`src/rtl/al_bcd_time_counter.sv`:
```
// al_bcd_time_counter
//   BCD time-of-day counter with load validation, fast-set strobes and a
//   midnight rollover pulse. Supports 24h or 12h (AM/PM) display, with or
//   without a seconds field.
//
// Parameters
//   SHOW_SECONDS : 1 adds a BCD seconds field; tick is then a 1 s strobe,
//                  otherwise a 1 min strobe.
//   MODE_12H     : 1 selects 12h display with pm flag, 0 selects 24h.
//
// Ports
//   clk256           in   system clock, all state on rising edge
//   reset            in   synchronous active-high reset
//   tick             in   one-cycle advance strobe
//   time_in          in   BCD {hh,mm[,ss]} to load
//   pm_in            in   PM flag loaded with time_in (12h only)
//   load_new_time    in   one-cycle load strobe
//   inc_hour         in   fast-set hour strobe
//   inc_min          in   fast-set minute strobe
//   current_time_out out  registered BCD time
//   pm               out  registered PM flag (0 in 24h mode)
//   day_rollover     out  one-cycle pulse on midnight crossing
//   load_error       out  one-cycle pulse when a load is rejected
module al_bcd_time_counter #(
  parameter int unsigned SHOW_SECONDS = 0,
  parameter int unsigned MODE_12H     = 0,
  localparam int unsigned W           = (SHOW_SECONDS != 0) ? 24 : 16
) (
  input  logic         clk256,
  input  logic         reset,
  input  logic         tick,
  input  logic [W-1:0] time_in,
  input  logic         pm_in,
  input  logic         load_new_time,
  input  logic         inc_hour,
  input  logic         inc_min,
  output logic [W-1:0] current_time_out,
  output logic         pm,
  output logic         day_rollover,
  output logic         load_error
);

  localparam logic [7:0] HourRst = (MODE_12H != 0) ? 8'h12 : 8'h00;

  logic [7:0] hh_q, hh_d;
  logic [7:0] mm_q, mm_d;
  logic [7:0] ss_q, ss_d;
  logic       pm_q, pm_d;
  logic       roll_q, roll_d;
  logic       err_q, err_d;

  // Two-digit BCD increment without wrap.
  function automatic logic [7:0] bcd_inc(input logic [7:0] v);
    if (v[3:0] == 4'd9) return {v[7:4] + 4'd1, 4'd0};
    else                return {v[7:4], v[3:0] + 4'd1};
  endfunction

  // Minutes/seconds increment, 59 wraps to 00.
  function automatic logic [7:0] inc_wrap60(input logic [7:0] v);
    if (v == 8'h59) return 8'h00;
    else            return bcd_inc(v);
  endfunction

  function automatic logic digits_ok(input logic [7:0] v);
    return (v[7:4] <= 4'd9) && (v[3:0] <= 4'd9);
  endfunction

  // Load field extraction; without seconds the seconds field loads as 00.
  logic [7:0] ld_hh, ld_mm, ld_ss;
  logic       load_ok;

  assign ld_hh = time_in[W-1 -: 8];
  assign ld_mm = time_in[W-9 -: 8];
  assign ld_ss = (SHOW_SECONDS != 0) ? time_in[7:0] : 8'h00;

  always_comb begin
    load_ok = digits_ok(ld_hh) && digits_ok(ld_mm) && digits_ok(ld_ss) &&
              (ld_mm[7:4] <= 4'd5) && (ld_ss[7:4] <= 4'd5);
    // Digits already checked, so raw compares follow BCD ordering.
    if (MODE_12H != 0) load_ok = load_ok && (ld_hh >= 8'h01) && (ld_hh <= 8'h12);
    else               load_ok = load_ok && (ld_hh <= 8'h23);
  end

  // Shared hour advance used by both tick carry and inc_hour.
  logic [7:0] hh_adv;
  logic       hh_to_noon;  // 11 -> 12 transition in 12h mode
  logic       hh_wrap24;   // 23 -> 00 transition in 24h mode

  always_comb begin
    hh_adv     = bcd_inc(hh_q);
    hh_to_noon = 1'b0;
    hh_wrap24  = 1'b0;
    if (MODE_12H != 0) begin
      if (hh_q == 8'h12) begin
        hh_adv = 8'h01;
      end else if (hh_q == 8'h11) begin
        hh_to_noon = 1'b1;
      end
    end else if (hh_q == 8'h23) begin
      hh_adv    = 8'h00;
      hh_wrap24 = 1'b1;
    end
  end

  logic sec_carry;

  always_comb begin
    hh_d      = hh_q;
    mm_d      = mm_q;
    ss_d      = ss_q;
    pm_d      = pm_q;
    roll_d    = 1'b0;
    err_d     = 1'b0;
    sec_carry = (SHOW_SECONDS == 0) || (ss_q == 8'h59);

    if (load_new_time) begin
      if (load_ok) begin
        hh_d = ld_hh;
        mm_d = ld_mm;
        ss_d = ld_ss;
        pm_d = (MODE_12H != 0) ? pm_in : 1'b0;
      end else begin
        err_d = 1'b1;
      end
    end else if (inc_hour || inc_min) begin
      // Fast-set fields move independently; no carries, no rollover.
      if (inc_hour) begin
        hh_d = hh_adv;
        if (hh_to_noon) pm_d = ~pm_q;
      end
      if (inc_min) begin
        mm_d = inc_wrap60(mm_q);
        ss_d = 8'h00;
      end
    end else if (tick) begin
      if (SHOW_SECONDS != 0) ss_d = inc_wrap60(ss_q);
      if (sec_carry) begin
        mm_d = inc_wrap60(mm_q);
        if (mm_q == 8'h59) begin
          hh_d = hh_adv;
          if (hh_to_noon) begin
            pm_d   = ~pm_q;
            // Only the PM -> AM toggle is midnight.
            roll_d = pm_q;
          end
          if (hh_wrap24) roll_d = 1'b1;
        end
      end
    end
  end

  always_ff @(posedge clk256) begin
    if (reset) begin
      hh_q   <= HourRst;
      mm_q   <= 8'h00;
      ss_q   <= 8'h00;
      pm_q   <= 1'b0;
      roll_q <= 1'b0;
      err_q  <= 1'b0;
    end else begin
      hh_q   <= hh_d;
      mm_q   <= mm_d;
      ss_q   <= ss_d;
      pm_q   <= pm_d;
      roll_q <= roll_d;
      err_q  <= err_d;
    end
  end

  if (SHOW_SECONDS != 0) begin : g_sec
    assign current_time_out = {hh_q, mm_q, ss_q};
  end else begin : g_nosec
    assign current_time_out = {hh_q, mm_q};
  end

  assign pm           = (MODE_12H != 0) ? pm_q : 1'b0;
  assign day_rollover = roll_q;
  assign load_error   = err_q;

endmodule

```
`config.mk`:
```
export PLATFORM = sky130hd
export DESIGN_NAME = al_bcd_time_counter
export DESIGN_NICKNAME = d
export VERILOG_FILES = /design/src/rtl/al_bcd_time_counter.sv
export SDC_FILE = /design/constraint.sdc
export NUM_CORES = 1
export LEC_CHECK = 0
export ABC_CLOCK_PERIOD_IN_PS = 1900
export CAP_MARGIN = 15
export CORE_ASPECT_RATIO = 1.2
export CORE_UTILIZATION = 42
export DETAILED_ROUTE_END_ITERATION = 6
export PLACE_DENSITY = 0.82
export SYNTH_ARGS = -nofsm -noshare
export SYNTH_HDL_FRONTEND = slang
export SYNTH_SLANG_ARGS = --single-unit
```
`constraint.sdc`:
```
create_clock -name clk256 -period 1.9 [get_ports clk256]
set_clock_uncertainty 0.05 [all_clocks]
set_input_delay 0.285 -clock clk256 [delete_from_list [all_inputs] [get_ports clk256]]
set_output_delay 0.285 -clock clk256 [all_outputs]
set_load 0.05 [all_outputs]
```
* Word level (Yosys, flattened, before mapping)
Index checks and enable logic that the tools add are counted.
Word-level totals: output and inout bits 19, bits of input ports 23, register bits 18, word-level logic and storage cells 54
Operators by class: add/subtract/negate cells 4, order comparisons 6, reduce and logical (&&, ||, !) cells 12, equality and inequality tests 7, bitwise gates (word level) 3, multiplexer cells 18
Operators by type and width (count):
- 8-bit 2-to-1 mux | 15
- 4-bit by 1-bit adder with 4-bit output, second input constant | 4
- 4-bit less-or-equal comparator, second input constant | 4
- 4-bit equality test, second input constant | 2
- 8-bit by 6-bit equality test with 1-bit output, second input constant | 1
- 8-bit by 7-bit equality test with 1-bit output, second input constant | 1
- 8-bit by 6-bit less-or-equal comparator with 1-bit output, second input constant | 1
- 3-bit inequality test, second input constant | 2
- 3-bit nonzero test | 2
- 1-bit logical AND | 5
- 5-bit OR reduction | 1
- 4-bit by 3-bit less-or-equal comparator with 1-bit output, second input constant | 1
- 4-bit AND reduction | 1
- 1-bit 2-to-1 mux | 3
- 1-bit inverter | 3
- 3-bit AND reduction | 1
- 2-bit by 1-bit inequality test with 1-bit output, second input constant | 1
- 2-bit OR reduction | 1
- 1-bit logical OR | 1

* Longest topological paths before layout
word-level depth 7, depth in mapped cells 7, gate-level depth less buffers 7

* Least setup slack after synthesis
Ideal clock, no wire load.
path type reg-to-reg, start register hh_q[5], end register hh_q[5], cell stages (with the launch flop) 7, period minus slack after synthesis 2251 ps, slack -351 ps, library setup time 69 ps, data required time 1781 ps, path buffers 0, arrival 2132 ps, cell sequence dfxtp_1 ha_1 or4b_4 nor3_2 nor3_1 or4_1 o21ai_1
Between the ends: cells in the longest elaborated chain, start to end 7, elaborated cells on any way between the ends 9, those cells by class add/sub: 1; eq/ne: 1; mux: 7
RTL lines:
- start, declared | RTL line 45 | logic [7:0] hh_q, hh_d;
- start signal, assigned | RTL line 154 | hh_q <= HourRst;
- start signal, assigned | RTL line 161 | hh_q <= hh_d;
- 4-bit by 1-bit adder with 4-bit output | RTL line 54 | if (v[3:0] == 4'd9) return {v[7:4] + 4'd1, 4'd0};
- 8-bit 2-to-1 mux | RTL line 54
- 8-bit 2-to-1 mux * | RTL line 99 | end else if (hh_q == 8'h23) begin
- 8-bit 2-to-1 mux | RTL line 139 | if (mm_q == 8'h59) begin
- 8-bit 2-to-1 mux | RTL line 135 | end else if (tick) begin
- 8-bit 2-to-1 mux * | RTL line 125 | end else if (inc_hour || inc_min) begin
- 8-bit 2-to-1 mux * | RTL line 116 | if (load_new_time) begin
Mark *: on every way between the ends. The rest lies on a longest branch, timed or not. The select of a mux whose other input is x is not followed. A chain may end at the register's enable or synchronous reset.

* Worst setup path in the final report
start register mm_q[5], end register hh_q[7]
Between the ends: cells in the longest elaborated chain, start to end 3
RTL lines:
- start, declared | RTL line 46 | logic [7:0] mm_q, mm_d;
- start signal, assigned | RTL line 162 | mm_q <= mm_d;
- 8-bit by 7-bit equality test with 1-bit output | RTL line 139
- 3-bit nonzero test (no line)
- 4-bit AND reduction (no line)
No other way between the ends.

==> reports/results.txt <==
Status: finished with violations
Failing checks: negative setup slack
Worst endpoint required time: 2040 ps
Fin area: 2350 um^2
I/O Buffers: 39
H-tree levels: 1
HP Class: in2reg
WL/cell: 17.8 um
Clock Tree Buf Depth: 2
Cell Area, Placed: 2110 um^2
P_sw: 0.377 mW
Arrival time worst endpoint: 2170 ps
Sw frac: 36.2%
Antenna violations before repair: 0
LEAKAGE: 0.999 nW
Register area share after synthesis: 26.8%
Vias in the first global route: 1636
Hold Path Depth: 3
GR Util met3: 2.62%
Gate Count Post-Synth: 156
Post-DRT Antenna Nets: 0
Worst-path fanout max: 5
Yosys warns: 0
Post-Syn Area: 1340 um^2
Max-Cap Viols: 0
Setup crit start kind: flip-flop
Clk_lat worst skew: 310 ps
CTS tree: yes
Reg clk slew, reported paths: 110 ps
Fin crit period: 2020 ps
Post-synth EDFFs: 0
Largest stage delay, worst path: 370 ps
I/O pins: 42
Commonest cells after routing, fill and taps aside: buf_4, clkdlybuf4s50_1, nand2_1, dfxtp_2
# fillers: 196
Die Y: 64.0 um
WS Path Type: reg2reg
Largest net degree at the start of global routing: 16
Internal: 0.665 mW
Clock network fraction of total power: 19.9%
Most used cell, CP: buf_6
Async S/R FF share, synth: 0%
Drt initial violations: 69
Max-slew violations: 0
Layout cells sized above 1: 46.6%
Worst slew pin tran: 543 ps
Final period util: 106%
DRC violations left: 0
Final setup fails: 5
Final WL: 5040 um
FP Rows: 22
First-pass GRT wire length: 7410 um
Max_slew headroom: 63.8%
Part of the power in registers: 40.1%
Max VDD drop: 0.000401 V
Root buffer cell: clkbuf_4
Place WS: -470 ps
DIE AREA: 3430 um^2
P&R area growth vs syn: 74.8%
Die X: 53.6 um
Avg Cell Area, Syn: 8.61 um^2
Drt first pass iters: 4
Met2 usage: 51.2%
GP Congestion: 0.896
Global route hottest layer: met2
Worst-path cell chain: inv_2, ha_4, and3b_2, buf_6, a31oi_4, a2bb2oi_4, buf_6, nor2_2, o311ai_1
Hold Fails Final Rpt: 0
Initial Util: 44.0%
Delay-heaviest family, CP: compound AO/OA/AOI/OAI gates
Total power consumption of the routed design: 1.04 mW
M1 GR Usage: 34.0%
CP bufs+invs: 3
Reg2reg path depth: 9
GRT Residual Overflow: 0
PwrDens: 444 nW/um^2
Setup TNS: -414 ps
Syn nets: 185
Logic pwr share: 40.1%
Netlist cell types: 62
Post-DP HPWL: 3490 um
Sink Count: 18
Synth Flop Type: dfxtp_1
RSZ-0062 raised after global routing: true
Flop and latch count out of synthesis: 18
Total Nets Final: 278
Crit path max-delay cell type: dfxtp_2
# diodes: 0
Via count: 1693
TritonCTS buffer count: 3
Core ar.: 3060 um^2
Final worst setup slack: -123 ps
Hold Buf Count CTS: 0
Crit path capture type: flip-flop
Vias per cell: 5.98
Commonest non-fill, non-tap cell in the layout: buf_4
Final core utilization: 76.9%
GRT Overall Usage: 29.4%
Max Fclk: 0.494 GHz
CP Depth: 9
==> routing by layer <==
layer | wire (um) | share of wire, % | up-vias
met1 | 1910 | 38 | 805
met4 | 208 | 4.1 | 0
li1 | - | - | 790
met5 | 0 | 0 | -
met2 | 2670 | 53 | 77
met3 | 244 | 4.8 | 21
==> cells in the mapped netlist, drive strengths merged, types with 2 or more instances <==
| cell type | count | area (um^2) |
|---|---|---|
| nor2b | 2 | 12.5 |
| o31ai | 4 | 30.0 |
| a211oi | 4 | 30.0 |
| or3 | 3 | 18.8 |
| a31o | 2 | 17.5 |
| o21ai | 8 | 40.0 |
| and3b | 2 | 17.5 |
| clkbuf | 2 | 7.51 |
| nand2b | 3 | 18.8 |
| a2bb2oi | 4 | 41.3 |
| and3 | 2 | 17.5 |
| nor2 | 8 | 30.0 |
| or4 | 2 | 15.0 |
| inv | 10 | 37.5 |
| nand3 | 3 | 15.0 |
| nor4 | 4 | 25.0 |
| ha | 6 | 75.1 |
| o311ai | 3 | 26.3 |
| a22oi | 2 | 28.8 |
| dfxtp | 18 | 360 |
| buf | 5 | 25.0 |
| nor3b | 2 | 15.0 |
| o211ai | 4 | 30.0 |
| a21oi | 8 | 40.0 |
| nor3 | 5 | 30.0 |
| nand2 | 12 | 45.0 |
| o21a | 2 | 15.0 |
| a31oi | 2 | 12.5 |
==> registers in the layout (all words and copies together) (netlist names) <==
| register | flops |
|---|---|
| mm_q | 8 |
| hh_q | 8 |
| load_error | 1 |
| day_rollover | 1 |
==> path summary, 6_finish.rpt <==
| kind | start | endpoint | slack [ps] |
|---|---|---|---|
| worst max-delay path | mm_q[5]$_SDFFE_PP0P_ | hh_q[7]$_SDFFE_PP0P_ | -120 |
| worst max register to register | mm_q[5]$_SDFFE_PP0P_ | hh_q[7]$_SDFFE_PP0P_ | -120 |
| worst min register to register | hh_q[6]$_SDFFE_PP0P_ | hh_q[6]$_SDFFE_PP0P_ | 480 |
| worst min-delay path | time_in[7] | mm_q[7]$_SDFFE_PP0P_ | 460 |
==> power by group through the flow <==
| stage | combinational [mW] | sequential [mW] | clock [mW] |
|---|---|---|---|
| floorplan | 0.126 | 0.490 | 0 |
| CTS | 0.386 | 0.415 | 0.205 |
| detailed placement | 0.377 | 0.423 | 0 |
| global route | 0.439 | 0.420 | 0.229 |
| finish | 0.418 | 0.418 | 0.207 |
| global placement | 0.368 | 0.422 | 0 |
==> worst min-delay path, cell delays in order <==
cell and delay, ps:
dlygate4sd2_1 270, a21oi_1 160, o31ai_1 70
==> cell type report <==
cell class	instances	area (um^2)	share of cell area [%]
multi-input cells	121	1060	45.0
clock buffers	3	22.5	0.959
flip-flops and latches	18	385	16.4
inverters	10	40.0	1.70
repair buffers	95	800	34.0
well taps	36	45.0	1.92
==> per-stage QoR <==
stage | hold WS [ps] | instances
2_1_floorplan | 312 | 156
3_3_place_gp | 435 | 270
3_5_place_dp | 451 | 270
4_1_cts | 469 | 277
5_1_grt | 459 | 283
6_report | 459 | 283
==> kinds of logic after synthesis <==
logic type / after synthesis / synth area share [%]
compound gates: 57 / 36.3
other cells: 1 / 0.279
mux: 1 / 0.745
xor+xnor: 1 / 0.652
flops: 18 / 26.8
buf+inv: 17 / 5.21
fa+ha+maj: 6 / 5.59
simple gates: 55 / 24.4
==> what timing repair did <==
| item | 4_1_cts | 5_1_grt |
|---|---|---|
| setup endpoints to repair | 12 | 12 |
| resized for setup | 10 | 26 |
| setup buffers | 4 | 6 |
| pin swaps | 9 | 11 |
Power figures use the tool's default switching activity.
